==> config.mk <==
export PLATFORM = sky130hd
export DESIGN_NAME = alu_sched
export DESIGN_NICKNAME = d
export VERILOG_FILES = /design/src/rtl/alu_sched.sv
export SDC_FILE = /design/constraint.sdc
export NUM_CORES = 1
export LEC_CHECK = 0
export CAP_MARGIN = 20
export CORE_AREA = 2 2 97 99
export CTS_CLUSTER_SIZE = 12
export DETAILED_ROUTE_END_ITERATION = 16
export DIE_AREA = 0 0 99 101
export PLACE_DENSITY = 0.84
export SYNTH_ARGS = -nofsm -noshare
export SYNTH_HDL_FRONTEND = slang
export SYNTH_SLANG_ARGS = --single-unit
export TNS_END_PERCENT = 100
==> constraint.sdc <==
create_clock -name clk -period 4.1 [get_ports clk]
set_input_delay 0.41 -clock clk [delete_from_list [all_inputs] [get_ports clk]]
set_output_delay 0.41 -clock clk [all_outputs]
set_load 0.01 [all_outputs]
==> src/rtl/alu_sched.sv <==
// Two-requester scheduler sharing one registered signed ALU; returns results over a valid/ready port.
// Define ALU_SCHED_RR_EN for round-robin arbitration; otherwise requester 0 has fixed priority.
module alu_sched #(
    parameter int WIDTH       = 16,
    parameter int ARITH_WIDTH = 2 * WIDTH,
    parameter int LOGIC_WIDTH = WIDTH,
    parameter int SHIFT_WIDTH = WIDTH + 1,
    parameter int CMP_WIDTH   = 3
) (
    input  logic                   clk,
    input  logic                   rst,
    input  logic [1:0]             req_valid,
    output logic [1:0]             req_ready,
    input  logic [2*WIDTH-1:0]     req_a,
    input  logic [2*WIDTH-1:0]     req_b,
    input  logic [7:0]             req_func,
    output logic                   rsp_valid,
    input  logic                   rsp_ready,
    output logic                   rsp_id,
    output logic [ARITH_WIDTH-1:0] rsp_data,
    output logic                   rsp_carry,
    output logic                   rsp_err,
    output logic [WIDTH-1:0]       alu_a,
    output logic [WIDTH-1:0]       alu_b,
    output logic [3:0]             alu_func,
    input  logic                   arith_flag,
    input  logic                   logic_flag,
    input  logic                   cmp_flag,
    input  logic                   shift_flag,
    input  logic                   carry_out,
    input  logic [ARITH_WIDTH-1:0] arith_out,
    input  logic [LOGIC_WIDTH-1:0] logic_out,
    input  logic [SHIFT_WIDTH-1:0] shift_out,
    input  logic [CMP_WIDTH-1:0]   cmp_out
);

    typedef enum logic [1:0] {
        IDLE = 2'd0,
        EXEC = 2'd1,
        CAPT = 2'd2,
        RESP = 2'd3
    } state_t;

    state_t                 state_q, state_d;
    logic                   id_q, id_d;
    logic [WIDTH-1:0]       alu_a_q, alu_a_d;
    logic [WIDTH-1:0]       alu_b_q, alu_b_d;
    logic [3:0]             alu_func_q, alu_func_d;
    logic [ARITH_WIDTH-1:0] rsp_data_q, rsp_data_d;
    logic                   rsp_carry_q, rsp_carry_d;
    logic                   rsp_err_q, rsp_err_d;
    logic [1:0]             grant;
    logic                   req_hs;
    logic                   sel_id;

`ifdef ALU_SCHED_RR_EN
    // Last requester granted; resets to 1 so requester 0 wins the first conflict.
    logic last_q, last_d;

    always_comb begin
        if (&req_valid) grant = last_q ? 2'b01 : 2'b10;
        else            grant = req_valid;
    end
`else
    always_comb begin
        grant = req_valid[0] ? 2'b01 : {req_valid[1], 1'b0};
    end
`endif

    // Gating with rst keeps every output at 0 for the whole reset interval.
    assign req_ready = (state_q == IDLE && rst) ? grant : 2'b00;
    assign req_hs    = |(req_valid & req_ready);
    assign sel_id    = req_ready[1];

    always_comb begin
        // NOTE: every always_comb target gets a default first so no latch is inferred.
        state_d     = state_q;
        id_d        = id_q;
        alu_a_d     = alu_a_q;
        alu_b_d     = alu_b_q;
        alu_func_d  = alu_func_q;
        rsp_data_d  = rsp_data_q;
        rsp_carry_d = rsp_carry_q;
        rsp_err_d   = rsp_err_q;
`ifdef ALU_SCHED_RR_EN
        last_d      = last_q;
`endif
        case (state_q)
            IDLE: begin
                if (req_hs) begin
                    alu_a_d    = sel_id ? req_a[WIDTH +: WIDTH] : req_a[0 +: WIDTH];
                    alu_b_d    = sel_id ? req_b[WIDTH +: WIDTH] : req_b[0 +: WIDTH];
                    alu_func_d = sel_id ? req_func[4 +: 4]      : req_func[0 +: 4];
                    id_d       = sel_id;
`ifdef ALU_SCHED_RR_EN
                    last_d     = sel_id;
`endif
                    state_d    = EXEC;
                end
            end
            EXEC: state_d = CAPT;
            CAPT: begin
                // The ALU result for the held operands is valid in this cycle.
                case (alu_func_q[3:2])
                    2'b00: begin
                        rsp_data_d  = arith_out;
                        rsp_carry_d = carry_out;
                        rsp_err_d   = ~arith_flag;
                    end
                    2'b01: begin
                        rsp_data_d  = ARITH_WIDTH'(logic_out);
                        rsp_carry_d = 1'b0;
                        rsp_err_d   = ~logic_flag;
                    end
                    2'b10: begin
                        rsp_data_d  = ARITH_WIDTH'(cmp_out);
                        rsp_carry_d = 1'b0;
                        rsp_err_d   = ~cmp_flag;
                    end
                    2'b11: begin
                        rsp_data_d  = ARITH_WIDTH'(shift_out);
                        rsp_carry_d = 1'b0;
                        rsp_err_d   = ~shift_flag;
                    end
                endcase
                state_d = RESP;
            end
            RESP: begin
                if (rsp_ready) state_d = IDLE;
            end
            default: state_d = IDLE;
        endcase
    end

    always_ff @(posedge clk or negedge rst) begin
        if (!rst) begin
            state_q <= IDLE;
        end else begin
            // NOTE: sequential state uses non-blocking assignments only.
            state_q <= state_d;
        end
    end

    always_ff @(posedge clk or negedge rst) begin
        if (!rst) begin
            id_q        <= 1'b0;
            alu_a_q     <= '0;
            alu_b_q     <= '0;
            alu_func_q  <= '0;
            rsp_data_q  <= '0;
            rsp_carry_q <= 1'b0;
            rsp_err_q   <= 1'b0;
`ifdef ALU_SCHED_RR_EN
            last_q      <= 1'b1;
`endif
        end else begin
            id_q        <= id_d;
            alu_a_q     <= alu_a_d;
            alu_b_q     <= alu_b_d;
            alu_func_q  <= alu_func_d;
            rsp_data_q  <= rsp_data_d;
            rsp_carry_q <= rsp_carry_d;
            rsp_err_q   <= rsp_err_d;
`ifdef ALU_SCHED_RR_EN
            last_q      <= last_d;
`endif
        end
    end

    assign rsp_valid = (state_q == RESP);
    assign rsp_id    = id_q;
    assign rsp_data  = rsp_data_q;
    assign rsp_carry = rsp_carry_q;
    assign rsp_err   = rsp_err_q;
    assign alu_a     = alu_a_q;
    assign alu_b     = alu_b_q;
    assign alu_func  = alu_func_q;

endmodule

## Word-level counts from Yosys, hierarchy flattened

Index checks and enable logic that the tools add are counted.

| storage, ports and cells | value |
|---|---|
| register bits after elaboration | 73 |
| bits in latches | 0 |
| memory bits (writable) | 0 |
| memory bits (read-only) | 0 |
| input bits | 150 |
| output and inout port bits | 74 |
| logic and storage cells | 39 |
| memories | 0 |

| operators by class | value |
|---|---|
| add/subtract/negate cells | 0 |
| multipliers | 0 |
| div/mod/pow operators | 0 |
| order comparisons | 0 |
| eq/ne operators | 8 |
| shift operators | 0 |
| muxes and demuxes | 11 |
| bitwise logic cells | 5 |
| reduce and logical (&&, ||, !) cells | 7 |

Operator list:

| cell | count |
|---|---|
| $pmux W32 S4 | 1 |
| $mux W16 | 2 |
| $eq A2 B2 Y1 const B | 4 |
| $mux W2 | 4 |
| $pmux W2 S4 | 1 |
| $eq A2 B1 Y1 const B | 2 |
| $logic_not A2 Y1 | 2 |
| $mux W4 | 1 |
| $not A1 Y1 | 4 |
| $pmux W1 S4 | 1 |
| $reduce_and A2 Y1 | 2 |
| $reduce_or A3 Y1 | 1 |
| $and A2 B2 Y2 | 1 |
| $ne A2 B1 Y1 const B | 1 |
| $ne A2 B2 Y1 const B | 1 |
| $pmux W1 S2 | 1 |
| $reduce_or A2 Y1 | 1 |
| $logic_and A1 B1 Y1 | 1 |

## Logic depth before layout (Yosys ltp)

| depth | value |
|---|---|
| depth in word-level cells | 7 |
| gate-level depth with buffers | 7 |
| gate-level depth less buffers | 5 |

## Worst setup path before layout

No wires, ideal clock.

| path | value |
|---|---|
| kind | register to output |
| start | register state_q[0] |
| end | output req_ready[1] |
| data arrival time | 1249 ps |
| required time | 3690 ps |
| setup slack | 2441 ps |
| stages on the path, launching flop included | 6 |
| path buffers | 2 |
| cell sequence | dfrtp_1 -> inv_1 -> ha_1 -> and4b_1 -> buf_2 -> buf_2 |

| on the way | value |
|---|---|
| word-level cells in the longest chain between the ends | 3 |

Ends and longest elaborated chain:

| element | RTL line | source |
|---|---|---|
| start: declaration | 44 | `state_t state_q, state_d;` |
| start signal: assignment | 140 | `state_q <= state_d;` |
| $logic_not A2 Y1 | 71 | `assign req_ready = (state_q == IDLE && rst) ? grant : 2'b00;` |
| $logic_and A1 B1 Y1 | 71 |  |
| $mux W2 | 71 |  |
| end: declaration | 13 | `output logic [1:0] req_ready,` |

No other way between the ends.

## Worst setup path after layout

Ends and elaborated chain as after synthesis.

==> metrics.csv <==
stage;metric;value;unit
setup_path;regToRegEndpoint;rsp_data[0]$_DFFE_PN0P_;
clock_tree;ctsResizeCount;0;
cells_and_area;finish.net_count;707;
routing;vias;3428;
status;status;completed;
placed_design;io_buffer_count;223;
pwr;irDropWorstVdd;339;uV
floorplanning;dieArea;0.0100;sq mm
clock_tree;cts_inserted_buffers;9;
clock_tree;cts_hold_buf;1;
sta;relSlewSlack;0.410;
floorplanning;die_w;99;microns
yosys;synthDistinctLibCells;22;
setup_path;reg2reg_depth;2;
yosys;synthCells;337;
setup_path;slowest_delay;550;ps
clock_tree;cts_setup_buffers;0;
setup_path;crit_fanout;5;
setup_path;rrSetupSlack;2170;ps
routing;drt_iter0_drc;122;
global_route;met3_usage;0.0777;
floorplanning;io_pins;224;
sta;setup_slack;1760;ps
min_path;min_path_type;in2async;
setup_path;crit_arrival;1930;ps
global_route;gr-total-overflow;0;
setup_path;slowest_stage;clkdlybuf4s50_1;
cells_and_area;drive_gt1_frac;0.0824;
setup_path;endpoint_kind;output port;
pwr;pwr_density_cell;634;mW/mm^2
floorplanning;fp.dieH;101;microns
placed_design;hpwl;8450;microns
setup_path;r2r_start;alu_func[2]$_DFFE_PN0P_;
global_route;antenna_found_initial;0;
sta;fin_skew;11.7;ps
sta;hold_viol_final;0;
sta;setup_tns;0;ps
global_route;grt_first_pass_wirelength;17700;microns
sta;fmax;427;MHz
yosys;seq_area_frac_synth;0.541;
setup_path;startpoint;state_q[0]$_DFFE_PN0P_;
routing;ant_nets;0;
routing;avgViaCountPerCell;5.12;
yosys;yosys_warnings;0;
clock_tree;htree_levels;3;
cells_and_area;post-route-util;0.659;
yosys;syn_area_per_cell;10.0;sq um
global_route;grt_util_met2;0.389;
clock_tree;cts_root_buf;clkbuf_8;
floorplanning;core_area;0.00898;sq mm
setup_path;crit_end;req_ready[1];
global_route;first_global_vias;3472;
cells_and_area;nFillCells;706;
sta;rsz0062_at_grt;false;
floorplanning;start_util;0.376;
clock_tree;tritoncts;yes;
cells_and_area;area_delta_synth_final;75.3;%
sta;timing.final.crit_share;0.571;
sta;period_needed;2340;ps
routing;wirelength;11300;microns
global_route;top_usage_layer;met2;
cells_and_area;antenna_cells;0;
sta;setup_viol;0;
routing;post_drt_wl_per_cell;16.9;microns
sta;drv_slew;0;
global_route;track_usage;0.225;
setup_path;worst_ep_required_time;3690;ps
setup_path;crit_chain;inv_1 > ha_1 > and4b_1 > clkdlybuf4s50_1;
setup_path;path_class;reg2out;
global_route;grt_max_degree;72;
yosys;synth_area;0.00337;sq mm
clock_tree;clkTransAtPathRegs;80;ps
placed_design;gp_congestion;0.833;
clock_tree;clk_latency;330;ps
clock_tree;cts_num_sinks;73;
global_route;met1_usage;0.271;
clock_tree;clockBufferDepth;2;
setup_path;start_kind;flip-flop;
yosys;ys_ff_latch;73;
routing;firstDrtPassIters;7;
sta;tightest_slew;885;ps
flow_run;drv_cap;0;
placed_design;place_ws;1790;ps
floorplanning;rows;35;
pwr;cellLeakagePower;0.00255;uW
yosys;synth_nets;491;
routing;route.detailed.drc;0;
==> stage by stage <==
stage | std cells | hold slack, ps | total power (uW) | instance area (sq um)
5_1_grt | 669 | 450 | 4020 | 5920
4_1_cts | 667 | 452 | 3740 | 5870
3_3_place_gp | 650 | 220 | 3070 | 5660
3_5_place_dp | 650 | 222 | 3150 | 5660
2_1_floorplan | 337 | 114 | 2160 | 3370
6_report | 669 | 466 | 3750 | 5920
==> Yosys cell counts (all sizes together) <==
master	count	share of area
mux4	4	0.028
inv	19	0.021
mux2	17	0.059
o21ai	17	0.025
o211ai	1	0.0037
mux2i	2	0.0059
nor2	17	0.019
a21oi	14	0.021
dfrtp	73	0.54
clkbuf	9	0.010
a31oi	2	0.0037
nor2b	1	0.0019
a22oi	49	0.11
and4b	1	0.0030
and3	1	0.0019
buf	16	0.026
nand3	17	0.025
nand2	73	0.081
ha	4	0.015
==> kinds of logic (layout without fill, tap and decap cells) <==
| family | count (synthesis) | count (layout) | share of synthesized area |
|---|---|---|---|
| and+or+nand+nor | 110 | 110 | 0.132 |
| buffers and inverters | 44 | 265 | 0.0567 |
| muxes | 23 | 23 | 0.0927 |
| adders and majority gates | 4 | 4 | 0.0148 |
| DFF | 73 | 73 | 0.541 |
| AOI/OAI and AO/OA | 83 | 83 | 0.162 |
==> worst min path at each step <==
stage          start  slack, ps                     end
2_1_floorplan    rst        110    alu_a[0]$_DFFE_PN0P_
3_3_place_gp     rst        220  state_q[0]$_DFFE_PN0P_
3_5_place_dp     rst        220  state_q[0]$_DFFE_PN0P_
4_1_cts          rst        450  state_q[0]$_DFFE_PN0P_
5_1_grt          rst        450  state_q[0]$_DFFE_PN0P_
6_report         rst        470  state_q[0]$_DFFE_PN0P_
==> power breakdown <==
group	switching, uW	internal (uW)
Clock	270	299
Sequential	260	1050
Combinational	808	1070
Total	1340	2410
==> cell usage in the layout, fill, tap and decap left out, types with 2 or more instances in the layout <==
master	instances
clkdlybuf4s50_1	222
nand2_1	73
dfrtp_1	73
a22oi_1	49
inv_1	19
nand3_1	17
o21ai_0	17
nor2_1	16
mux2_2	15
a21oi_1	14
clkbuf_8	10
buf_4	5
mux4_2	3
ha_1	3
a31oi_1	2
mux2_4	2
mux2i_1	2
clkinv_4	2
clkinvlp_4	2
==> layer usage <==
metal  vias up  routed length (microns)
met3        14                     1100
met5         -                        0
li1       1600                        -
met1      1627                     4370
met2       187                     5650
met4         0                      185
==> final cells by class <==
class,instances,area (sq um),area share
clock buffers,10,138,0.0233
flip-flops and latches,73,1830,0.309
multi-input cells,220,1360,0.230
well taps,111,139,0.0235
inverters,19,71.3,0.0121
clock inverters,6,67.6,0.0114
repair buffers,230,2310,0.391
==> registers in the layout, indices dropped and copies added (netlist names) <==
signal / cells
alu_func: 4
alu_a: 16
alu_b: 16
rsp_data: 32
rsp_carry: 1
rsp_id: 1
rsp_err: 1
state_q: 2
==> worst max-delay path: cells and delay by family, from the launching register on <==
kind,cells,cell delay (ps)
and+or+nand+nor,1,250
buffers and inverters,2,680
adders and majority gates,1,280
DFF,1,390
(Power assumes the default switching activity.)
